[src/rtl/mips_pkg.sv]
// rtl/mips_pkg.sv - shared control-word layout for the decoder and pipeline stages
package mips_pkg;

    localparam int CTRL_W = 9;

    // Bit positions within the decoder control word, MSB first
    localparam int CTRL_REGDST   = 8;
    localparam int CTRL_ALUSRC   = 7;
    localparam int CTRL_BRANCH   = 6;
    localparam int CTRL_MEMREAD  = 5;
    localparam int CTRL_MEMWRITE = 4;
    localparam int CTRL_REGWRITE = 3;
    localparam int CTRL_MEMTOREG = 2;
    localparam int CTRL_JUMP     = 1;
    localparam int CTRL_HLT      = 0;

    localparam logic [CTRL_W-1:0] CTRL_NOP = 9'b0;

endpackage

[src/rtl/load_use_detect.sv]
// rtl/load_use_detect.sv - combinational load-use hazard check against the EX instruction
module load_use_detect (
    input  logic       mem_read,
    input  logic [4:0] ex_rt,
    input  logic [4:0] rs,
    input  logic [4:0] rt,
    output logic       hz
);

    // Register zero is hardwired, so a load targeting it never creates a dependency
    assign hz = mem_read && (ex_rt != 5'd0) && ((ex_rt == rs) || (ex_rt == rt));

endmodule

[src/rtl/id_ex_stage.sv]
// rtl/id_ex_stage.sv - ID/EX pipeline register with load-use bubble, halt latch and stall counter
module id_ex_stage
    import mips_pkg::*;
#(
    parameter int DATA_W      = 32,
    parameter int STALL_CNT_W = 16
) (
    input  logic                   clk,
    input  logic                   reset,
    input  logic [CTRL_W-1:0]      ctrl_in,
    input  logic [DATA_W-1:0]      pc4_in,
    input  logic [DATA_W-1:0]      rd1_in,
    input  logic [DATA_W-1:0]      rd2_in,
    input  logic [DATA_W-1:0]      imm_in,
    input  logic [4:0]             rs_in,
    input  logic [4:0]             rt_in,
    input  logic [4:0]             rd_in,
    input  logic                   flush_in,
    output logic [CTRL_W-1:0]      ex_ctrl,
    output logic [DATA_W-1:0]      ex_pc4,
    output logic [DATA_W-1:0]      ex_rd1,
    output logic [DATA_W-1:0]      ex_rd2,
    output logic [DATA_W-1:0]      ex_imm,
    output logic [4:0]             ex_rs,
    output logic [4:0]             ex_rt,
    output logic [4:0]             ex_rd,
    output logic                   stall_out,
    output logic                   halted_out,
    output logic [STALL_CNT_W-1:0] stall_count
);

    logic hz;
    logic bubble;

    load_use_detect u_load_use_detect (
        .mem_read (ex_ctrl[CTRL_MEMREAD]),
        .ex_rt    (ex_rt),
        .rs       (rs_in),
        .rt       (rt_in),
        .hz       (hz)
    );

    assign stall_out = halted_out | (hz & ~flush_in);
    assign bubble    = halted_out | flush_in | hz;

    always_ff @(posedge clk) begin
        if (reset) begin
            ex_ctrl     <= CTRL_NOP;
            ex_pc4      <= '0;
            ex_rd1      <= '0;
            ex_rd2      <= '0;
            ex_imm      <= '0;
            ex_rs       <= '0;
            ex_rt       <= '0;
            ex_rd       <= '0;
            halted_out  <= 1'b0;
            stall_count <= '0;
        end else if (bubble) begin
            // Zeroed data fields keep a bubble from re-triggering the hazard check
            ex_ctrl <= CTRL_NOP;
            ex_pc4  <= '0;
            ex_rd1  <= '0;
            ex_rd2  <= '0;
            ex_imm  <= '0;
            ex_rs   <= '0;
            ex_rt   <= '0;
            ex_rd   <= '0;
            if (!halted_out && !flush_in && hz && (stall_count != {STALL_CNT_W{1'b1}})) begin
                stall_count <= stall_count + 1'b1;
            end
        end else begin
            ex_ctrl <= ctrl_in;
            ex_pc4  <= pc4_in;
            ex_rd1  <= rd1_in;
            ex_rd2  <= rd2_in;
            ex_imm  <= imm_in;
            ex_rs   <= rs_in;
            ex_rt   <= rt_in;
            ex_rd   <= rd_in;
            if (ctrl_in[CTRL_HLT]) begin
                halted_out <= 1'b1;
            end
        end
    end

endmodule

[config.mk]
export PLATFORM = sky130hd
export DESIGN_NAME = id_ex_stage
export DESIGN_NICKNAME = d
export VERILOG_FILES = /design/src/rtl/mips_pkg.sv /design/src/rtl/load_use_detect.sv /design/src/rtl/id_ex_stage.sv
export SDC_FILE = /design/constraint.sdc
export NUM_CORES = 1
export LEC_CHECK = 0
export ABC_AREA = 1
export BUFFER_PORTS_ARGS = -buffer_cell sky130_fd_sc_hd__clkbuf_2
export CELL_PAD_IN_SITES_DETAIL_PLACEMENT = 1
export CELL_PAD_IN_SITES_GLOBAL_PLACEMENT = 1
export CORE_ASPECT_RATIO = 0.5
export CORE_MARGIN = 8
export CORE_UTILIZATION = 30
export CTS_CLUSTER_DIAMETER = 100
export DETAILED_ROUTE_END_ITERATION = 16
export PLACE_DENSITY_LB_ADDON = 0.12
export REMOVE_ABC_BUFFERS = 1
export SLEW_MARGIN = 5
export SYNTH_ARGS = -nofsm -noshare
export SYNTH_HDL_FRONTEND = slang
export SYNTH_SLANG_ARGS = --single-unit
[constraint.sdc]
create_clock -name clk -period 1.9 [get_ports clk]
set_clock_uncertainty 0.05 [all_clocks]
set_input_delay 0.095 -clock clk [delete_from_list [all_inputs] [get_ports clk]]
set_output_delay 0.095 -clock clk [all_outputs]
set_load 0.05 [all_outputs]
== After elaboration in Yosys (flattened, before gate mapping) ==
Index checks and enable logic that the tools add are counted.

* Bits of input ports: 155
* Output and inout bits: 170
* Bits in registers: 169
* Logic and storage cells: 32

* Reduce and logical (&&, ||, !) cells: 12
* Equal/unequal tests: 3
* Add/sub/neg operators: 1
* Bitwise gates (word level): 6

{| class="wikitable"
|+ Operator list
! operator !! number
|-
| 16-bit by 1-bit adder with 16-bit output, second input constant || 1
|-
| 16-bit inequality test, second input constant || 1
|-
| 5-bit == test || 2
|-
| 1-bit logical AND || 5
|-
| 5-bit nonzero test || 1
|-
| 2-bit AND reduction || 2
|-
| 1-bit OR || 3
|-
| 1-bit logical NOT || 2
|-
| 1-bit inverter || 2
|-
| 2-bit OR reduction || 1
|-
| 1-bit AND || 1
|-
| 1-bit logical OR || 1
|}

== Longest topological paths before layout ==
Gate-level depths: netlist of the first run.

* Word-level depth: 6
* Mapped depth: 11

== Modules after synthesis ==
From an unflattened synthesis of the first run, not the netlist that was laid out.

* Cell total of the unflattened synthesis: 655
* Area, all modules: 5363.9 um^2

{| class="wikitable"
|+ Modules (own cells, without submodules)
! module !! area an instance (um^2) !! cells an instance !! instances !! sequential area each (um^2)
|-
| id_ex_stage || 5168.7 || 610 || 1 || 3383.2
|-
| load_use_detect || 195.2 || 45 || 1 || 0.0
|}

== Least setup slack after synthesis of the first run ==
OpenSTA, ideal clock, no wires.

* Path type: register to output
* From: register ex_rt[2]
* To: output stall_out
* Setup slack: -596 ps
* Data arrival time: 2351 ps
* Buffers on the path: 0
* Stages on the path, launching flop included: 9
* Cells stage by stage: dfxtp_1 inv_2 nand2_1 nand2_1 nor2_1 nand3_1 nand2_2 nand2_1 o21ai_0

* Longest elaborated chain between the ends: 5
* Elaborated cells on any way between the ends: 8

{| class="wikitable"
|+ Ends and longest elaborated chain
! item !! line !! source
|-
| from (decl) || id_ex_stage.sv:25 || <nowiki>output logic [4:0] ex_rt,</nowiki>
|-
| from (signal assigned) || id_ex_stage.sv:78 || <nowiki>ex_rt <= rt_in;</nowiki>
|-
| 5-bit == test or 5-bit nonzero test (tied branches) || load_use_detect.sv:11 || <nowiki>assign hz = mem_read && (ex_rt != 5'd0) && ((ex_rt == rs) || (ex_rt == rt));</nowiki>
|-
| 1-bit logical OR or 1-bit logical AND (tied branches) || load_use_detect.sv:11 ||
|-
| 1-bit logical AND * || load_use_detect.sv:11 ||
|-
| 1-bit AND * || id_ex_stage.sv:43 || <nowiki>assign stall_out = halted_out | (hz & ~flush_in);</nowiki>
|-
| 1-bit OR * || id_ex_stage.sv:43 ||
|-
| to (decl) || id_ex_stage.sv:27 || <nowiki>output logic stall_out,</nowiki>
|}

Every way passes the cells marked *; elsewhere a longest branch is shown, timed or not.

== Worst setup path in the final report of the first run ==
* From: register ex_rt[3]
* To: output stall_out

Same word-level chain as after synthesis.

==> results of run 1 <==
[area by class of cell]
class	instances	area [um2]	area share
diodes	4	10.01	0.001040
clock buffers	20	456.7	0.04745
clock inverters	12	130.1	0.01352
inverters	172	645.6	0.06707
multi-input cells	313	1371	0.1425
flip-flops and latches	169	3393	0.3525
well taps	240	300.3	0.03120
repair buffers	494	3318	0.3447
[per-stage QoR]
stage	cell area, um2	power, W
finish	9625	0.008620
global route	9625	0.008960
CTS	9588	0.008702
detailed placement	7468	0.004946
global placement	7468	0.004929
floorplan	5374	0.004519
[path summary, 6_finish.rpt]
check | cells after the start | to | startpoint
worst min register to register | 2 | stall_count[13] | stall_count[13]
worst max-delay path | 9 | stall_out | ex_rt[3]
worst max register to register | 10 | ex_imm[23] | ex_rt[3]
worst min-delay path | 3 | stall_count[3] | reset
[cell families (layout without fill, tap and decap cells)]
logic type	after synthesis	count (layout)	share of synthesized area
and+or+nand+nor	283	283	0.2079
buffers and inverters	195	698	0.1470
DFF	169	169	0.6104
AOI/OAI and AO/OA	20	20	0.01828
xor gates and xnor gates	9	9	0.01422
adders and majority gates	1	1	0.002257
other	0	4	0
[flip-flops by register name, indices dropped and copies added (netlist names)]
signal       count
ex_ctrl          9
ex_imm          32
ex_pc4          32
ex_rd            5
ex_rd1          32
ex_rd2          32
ex_rs            5
ex_rt            5
halted_out       1
stall_count     16
[per-layer routing]
layer	up-vias	track usage
li1	2929	-
met2	153	0.4146
met1	2824	0.1858
met3	33	0.06453
met4	0	0.08043
met5	-	0
[worst reg2reg max path, stage by stage, from the launching register on]
cell and delay [ns]:
dfxtp_4 0.36, inv_2 0.05, nand2_1 0.05, nand2_1 0.06, nor2_1 0.10, nand3_1 0.09
nand2_2 0.11, nand2_4 0.07, nand2_4 0.17, buf_12 0.26, nor2_1 0.11
[Yosys cell counts, types with 2 or more instances]
cell      number  share of area
nand2_1       71          0.048
nand2_2        2         0.0023
buf_2          9         0.0081
nor2_1       172           0.12
a21oi_1       16          0.014
nand3_1       10         0.0090
o21ai_0        2         0.0018
dfxtp_1      169           0.61
xor2_1         5         0.0079
inv_2          6         0.0041
nor2_2         2         0.0023
buf_6          9          0.018
xnor2_1        4         0.0063
inv_1        165           0.11
nand4_1       24          0.027
clkbuf_1       3         0.0020
[what timing repair did]
| action | in CTS | in global routing |
|---|---|---|
| endpoints found under the setup margin | 1 | 2 |
| hold endpoints to repair | 153 | 0 |
| buffers inserted | 0 | 1 |
| pin swaps | 1 | 3 |
| resized for setup | 7 | 5 |
| hold buffers | 152 | 0 |
[power groups by stage]
stage               registers, W  logic [W]  clock network (W)
detailed placement       0.00381    0.00114                  0
global route             0.00374    0.00151            0.00371
CTS                      0.00373    0.00140            0.00357
floorplan                0.00431   0.000210                  0
finish                   0.00373    0.00142            0.00347
global placement         0.00380    0.00113                  0
==> flow_summary.toml, run 1 <==
[detailed_routing]
vias_per_cell = 4.171
drt-met1-wl_um = 8194
top_layer = "met4"
routedWlPerCell_um = 16.83
wl_met2_um = 13810
drt_pass1_iterations = 4
antenna_left = 0
wirelength_um = 23970
drt_first_iter_violations = 173
dr_wl_met3_um = 1393
via_count = 5939
drc = 0

[timing]
rsz0062_at_grt = "no"
finalSetupTns_ns = 0
worst_slew_pin_slew_ns = 0.3251
period_share = 0.9287
fmax_mhz = 566.7
relSlewSlack = 0.7816
fin_ws_ns = 0.1355
fin_crit_ns = 1.764
hold_violations = 0
hold_ws_ns = 0.09779
finalSetupViolCount = 0
drv_slew = 0

[layout]
layout_commonest_cell = "clkbuf_2"
nFillCells = 2229
nets = 1323
area_growth_pct = 73.66
final_cells = 1424
final_cell_mix = "clkbuf_2, nor2_1, inv_1, dfxtp_1, dlygate4sd3_1"
drive_gt1_frac = 0.3314
post-route-util = 0.5271

[clocking]
ctsRootBufferMaster = "clkbuf_16"
clock_sinks = 169
htreeDepth = 4
cts_buffers = 17
clockBufferDepth = 2
clk_latency_ns = 0.42
cts_tree = "yes"
clkTransAtPathRegs_ns = 0.07

[placement]
io_buffers = 324
dp.cells = 1235
hpwl_um = 16090
gp_congestion = 0.7431
pre_cts_slack_ns = 0.2134

[global_routing]
grt_use_total = 0.2039
overflow = 0
grt_pass1_vias = 6884
grt_max_degree = 50
antenna_found_initial = 4
grt_pass1_wl_um = 37320

[synthesis]
syn_avg_cell_area_um2 = 8.187
ys.flop_type = "dfxtp_1"
synthArstFlopShare = 0
syn_inst = 677
synth-seq-cells = 169
synthesis.area_um2 = 5543
yosysWarnings = 0
ys_seq_area_frac = 0.6104
synth_cell_types = 24
synth_edf_count = 0

[setup_path]
cp-start-kind = "flop"
cp_data_arrival_time_ns = 1.62
ff2ff_setup_slack_ns = 0.31
critPathMaxStageDelay_ns = 0.36
crit_fanout = 4
critPathKind = "reg -> out"
required_ns = 1.75
path_common_cell = "nand2_1"
crit_slowest_cell = "dfxtp_4"
cp-end-kind = "output pin"
worst-path-buf-inv = 2
critPathTopFamily = "simple AND/OR/NAND/NOR gates"
worstPathCellList = "inv_2 -> nand2_1 -> nand2_1 -> nor2_1 -> nand3_1 -> nand2_2 -> nand2_4 -> o21ai_4 -> buf_12"

[floorplanning]
die_y_um = 112.1
rows = 35
core_area_um2 = 18260
die_area_um2 = 23350
initial_core_util = 0.3035
ios = 325
fp.dieW_um = 208.2

[power_and_ir_drop]
intPower_w = 0.006109
peakVddDrop_mv = 0.6470
comb_power_share = 0.165
p_per_area_nw_per_um2 = 895.5
seqPwrFrac = 0.433
sw_frac_of_total = 0.2912
total_leakage_power_nw = 5.275
power.switching_w = 0.002510
clkPwrFrac = 0.402

[status]
status = "finished, final reports clean"

[hold_path]
hp-class = "in -> reg"

[run]
maxCapViolations = 0
Power figures use the tool's default switching activity.
==> run 2, diff against run 1 <==
PLACE_DENSITY = 0.78   (was default)
PLACE_DENSITY_LB_ADDON = default   (was 0.12)
clock period = 1.65 ns   (was 1.9 ns; I/O delays follow)
==> run 2 against run 1 <==
Effect of this change: the flow now finishes with violations (negative setup slack); via count increased by 11%; combinational power increased by 35%; sequential power increased by 16%; worst hold slack improved by 0.048 ns; first-iteration DRC count increased by 77%; routed wire length increased by 28%; die area unchanged; clock power increased by 17%; critical endpoint unchanged; largest cell class is now buffers.
==> flow_summary.toml, run 2 (synthesis gave the netlist of run 1 again) <==
[detailed_routing]
routedWlPerCell_um = 20.90
antenna_left = 0
drt_first_iter_violations = 306
via_count = 6566
wirelength_um = 30710
drt_pass1_iterations = 4
vias_per_cell = 4.470
drc = 0

[global_routing]
overflow = 0
grt_pass1_wl_um = 38880
grtUsageMet2 = 0.4373
grt.met1_usage = 0.1922
grt_pass1_vias = 7108
grt.busiest_layer = "met2"
grt_use_total = 0.2136
grt_max_degree = 54
met3_usage = 0.04339
antenna_found_initial = 12

[setup_path]
rr_endpoint = "stall_count[10]"
cp-start-kind = "flop"
ff2ff_setup_slack_ns = -0.31
critPathTopFamily = "simple AND/OR/NAND/NOR gates"
timing.rr.start = "ex_rt[0]"
reg2regPathDepth = 13
crit_slowest_cell = "dfxtp_4"
worst-path-buf-inv = 2
required_ns = 1.52
cp_data_arrival_time_ns = 1.83
critPathKind = "reg -> out"
crit_fanout = 5
critPathMaxStageDelay_ns = 0.38
cp-end-kind = "output pin"
worstPathCellList = "nor2_1 -> nor2_2 -> nor2_1 -> nand3_1 -> nand2_2 -> nand2_2 -> o21ai_2 -> buf_4 -> buf_12"

[layout]
area_growth_pct = 87.70
nets = 1361
final_cell_mix = "clkbuf_2, inv_1, dfxtp_1"
drive_gt1_frac = 0.3780
layout_commonest_cell = "clkbuf_2"
final_cells = 1469

[placement]
dp.cells = 1243
hpwl_um = 16330
gp_congestion = 0.7935
io_buffers = 324

[floorplanning]
die_y_um = 112.1
die_area_um2 = 23350
fp.dieW_um = 208.2
initial_core_util = 0.3035
ios = 325
rows = 35
core_area_um2 = 18260

[power_and_ir_drop]
power.switching_w = 0.003056
total_leakage_power_nw = 5.618
clkPwrFrac = 0.395
sw_frac_of_total = 0.2966
p_per_area_nw_per_um2 = 990.2
peakVddDrop_mv = 0.6886
seqPwrFrac = 0.418
intPower_w = 0.007246
comb_power_share = 0.187

[status]
violations = "negative setup slack"
status = "finished, violations left"

[timing]
fmax_mhz = 510.6
hold_violations = 0
finalSetupViolCount = 170
fin_crit_ns = 1.958
drv_slew = 0
fin_ws_ns = -0.3084
worst_slew_pin_slew_ns = 0.6082
hold_ws_ns = 0.1458
period_share = 1.187
relSlewSlack = 0.5932
rsz0062_at_grt = "yes"

[clocking]
cts_tree = "yes"
clk_latency_ns = 0.42
ctsRootBufferMaster = "clkbuf_16"
clkTransAtPathRegs_ns = 0.07
cts_buffers = 17
clock_sinks = 169
htreeDepth = 4
clockBufferDepth = 2

[hold_path]
min_from = "reset"
hold_path_end = "stall_count[14]"
hp-class = "in -> reg"
whs_path_depth = 3

[run]
maxCapViolations = 0
## run 2: cell types whose count changed in the layout (fill, tap and decap cells not counted), moves of 5 or more
cell       previous run  this run
buf_4                16        26
buf_6                 0         8
clkbuf_16            17        28
diode_2               4        12
nand2_1              70        56
nand2_2               1        15
nor2_1              171       162
nor2_4                0         5
## run 2: power groups by stage
stage               clock network [W]  logic [W]  registers [W]
floorplan                           0   0.000241        0.00496
global placement                    0    0.00129        0.00438
detailed placement                  0    0.00131        0.00439
CTS                           0.00410    0.00163        0.00430
global route                  0.00428    0.00200        0.00432
finish                        0.00407    0.00192        0.00431
## run 2: worst max path at each step
stage | cells after the start | from | end | slack, ns
floorplan | 9 | ex_rt[2] | halted_out | -1.43
global placement | 10 | ex_rt[2] | ex_rd1[10] | 0.07
detailed placement | 10 | ex_rt[2] | ex_rd2[22] | 0.03
CTS | 10 | ex_rt[0] | stall_out | -0.17
global route | 9 | ex_rt[0] | stall_out | -0.40
finish | 9 | ex_rt[0] | stall_out | -0.31
## run 2: timing repair
action / 4_1_cts / 5_1_grt
hold buffers: 152 / 0
resized for setup: 11 / 53
pin swaps: 6 / 10
endpoints found under the hold margin: 153 / 0
setup buffers: 5 / 11
endpoints found under the setup margin: 5 / 170
gates cloned: 0 / 18
## run 2: final cells by class
class | count | area, um2
diodes | 12 | 30.03
clock buffers | 18 | 439.2
clock inverters | 13 | 142.6
fillers | 2202 | 7858
inverters | 172 | 648.1
multi-input cells | 315 | 1529
flip-flops and latches | 169 | 3393
well taps | 240 | 300.3
repair buffers | 530 | 3921
## run 2: through the flow
stage | total power (W) | setup TNS, ns | setup slack, ns | utilization | cell area (um2)
after floorplan | 0.005204 | -212.64 | -1.429 | - | 5374
after global placement | 0.005675 | 0 | 0.06906 | 0.4136 | 7553
after detailed placement | 0.005704 | 0 | 0.03223 | 0.4136 | 7553
after CTS | 0.01003 | -1.969 | -0.1702 | 0.5322 | 9719
after global routing | 0.01060 | -34.75 | -0.3950 | 0.5697 | 10400
final | 0.01030 | -24.48 | -0.3084 | 0.5697 | 10400
## run 2: worst min-delay path, cell delays in order
cell and delay, ns:
clkbuf_2 0.15, buf_4 0.23, a21oi_2 0.11
## run 2: routing by layer
layer  part of all wire  wire [um]
met5                  0          0
met4              0.054       1667
met3              0.034       1035
met2               0.56      17300
met1               0.35      10710
==> run 3, diff against run 2 <==
BUFFER_PORTS_ARGS = -buffer_cell sky130_fd_sc_hd__buf_2   (was -buffer_cell sky130_fd_sc_hd__clkbuf_2)
==> run 3 against run 2 <==
Effect of this change: largest power group unchanged; first-iteration DRC count down 3.6%; largest cell class unchanged; non-clock buffer count is 20 lower; sequential cell count did not move; via count fell by 1.0%; fmax rose by 1.3%; the run still ends with negative setup slack left; register-to-register slack gained 0.16 ns.
==> flow_summary.toml, run 3 (synthesis gave the netlist of run 1 again) <==
[status]
status = "finished, violations left"
violations = "negative setup slack"

[power_and_ir_drop]
sw_frac_of_total = 0.3025
seqPwrFrac = 0.417
comb_power_share = 0.175
p_per_area_nw_per_um2 = 1030
peakVddDrop_mv = 0.7188
power.switching_w = 0.003121
intPower_w = 0.007199
clkPwrFrac = 0.408
total_leakage_power_nw = 5.520
finalPower_w = 0.01032

[floorplanning]
ios = 325
die_area_um2 = 23350
initial_core_util = 0.3035
die_y_um = 112.1
rows = 35
core_area_um2 = 18260
fp.dieW_um = 208.2

[clocking]
clkTransAtPathRegs_ns = 0.07
clockBufferDepth = 2
cts_tree = "yes"
htreeDepth = 4
clk_latency_ns = 0.42
cts_buffers = 17
ctsRootBufferMaster = "clkbuf_16"
clock_sinks = 169

[layout]
regArea_um2 = 3393
nets = 1341
layout_commonest_cell = "buf_2"
drive_gt1_frac = 0.3531
area_growth_pct = 80.79
nFillCells = 2213
multi_input_area_um2 = 1435
final_cell_mix = "buf_2, nor2_1, inv_1"

[timing]
drv_slew = 0
fin_crit_ns = 1.932
finalSetupViolCount = 169
fin_ws_ns = -0.2824
hold_ws_ns = 0.1065
period_share = 1.171
hold_violations = 0
relSlewSlack = 0.6321
fmax_mhz = 517.5
rsz0062_at_grt = "yes"
worst_slew_pin_slew_ns = 0.5501

[setup_path]
cp_data_arrival_time_ns = 1.80
cp-end-kind = "output pin"
critPathKind = "reg -> out"
crit_fanout = 3
cp-start-kind = "flop"
required_ns = 1.52

[placement]
io_buffers = 324
gp_congestion = 0.7889
hpwl_um = 16570

[detailed_routing]
drc = 0
drt_first_iter_violations = 295
antenna_left = 0
vias_per_cell = 4.472
drt_pass1_iterations = 4
via_count = 6498
wirelength_um = 29760
routedWlPerCell_um = 20.48

[global_routing]
grt_max_degree = 27
antenna_found_initial = 14
grt_pass1_wl_um = 40480
overflow = 0
grt_use_total = 0.2229
grt_pass1_vias = 7248

[hold_path]
hp-class = "in -> reg"

[run]
maxCapViolations = 0
run 3: changes by cell type in the layout (fill, tap and decap cells not counted), moves of 6 or more:
cell	change
buf_4	-8
nor2_1	+6
nand2_1	+10
nand2_2	-9
buf_2	+323
clkbuf_16	-7
clkbuf_2	-323
run 3: final timing paths:
path                         from               to  slack (ns)  cells past startpoint
hold / removal           flush_in       ex_rd1[11]        0.11                      4
hold reg to reg   stall_count[15]  stall_count[15]        0.48                      2
setup / recovery         ex_rt[2]        stall_out       -0.28                      9
setup reg to reg         ex_rt[3]       ex_ctrl[0]       -0.15                     10
run 3: through the flow:
step	area [um2]	instances	setup slack [ns]	TNS [ns]	util
final	10020	1453	-0.2824	-13.31	0.5488
after global routing	10020	1453	-0.3294	-25.49	0.5488
after CTS	9724	1429	-0.1322	-0.5537	0.5325
after detailed placement	7491	1240	0.003694	0	0.4102
after global placement	7491	1240	0.08515	0	0.4102
after floorplan	5374	654	-1.429	-212.64	-
run 3: repair_timing:
action                                  4_1_cts  5_1_grt
pin swaps                                     7        8
gates resized for setup                      13       33
endpoints found under the hold margin       153        0
buffers inserted                              3        3
endpoints found under the setup margin       23      168
hold buffers                                152        0
cloned                                        2        6
run 3: power by group through the flow:
| stage | registers (W) | clock network [W] | logic (W) |
|---|---|---|---|
| global placement | 0.00438 | 0 | 0.00129 |
| global route | 0.00431 | 0.00445 | 0.00188 |
| detailed placement | 0.00438 | 0 | 0.00131 |
| CTS | 0.00429 | 0.00426 | 0.00165 |
| floorplan | 0.00496 | 0 | 0.000241 |
| finish | 0.00430 | 0.00421 | 0.00181 |
run 3: final cells by class:
type / count / area share
repair buffers: 510 / 0.3597
flip-flops and latches: 169 / 0.3386
multi-input cells: 315 / 0.1432
inverters: 172 / 0.06443
clock buffers: 17 / 0.04245
well taps: 240 / 0.02997
clock inverters: 15 / 0.01785
diodes: 15 / 0.003746
run 3: routing by layer:
layer | wire length [um] | part of all wire | track usage | vias to the layer above
met5 | 0 | 0 | 0 | -
met4 | 1683 | 0.057 | 0.1406 | 0
met3 | 1154 | 0.039 | 0.04840 | 102
met2 | 16830 | 0.57 | 0.4514 | 211
met1 | 10090 | 0.34 | 0.1991 | 3201
li1 | - | - | - | 2984
run 3: worst max-delay path, cell delays in order, from the launching register on:
cell	delay, ns
dfxtp_2	0.34
buf_6	0.12
nand2_2	0.05
nand2_1	0.05
nor2_1	0.16
nand3_1	0.11
nand2_2	0.10
nand2_2	0.07
o21ai_2	0.17
buf_6	0.20
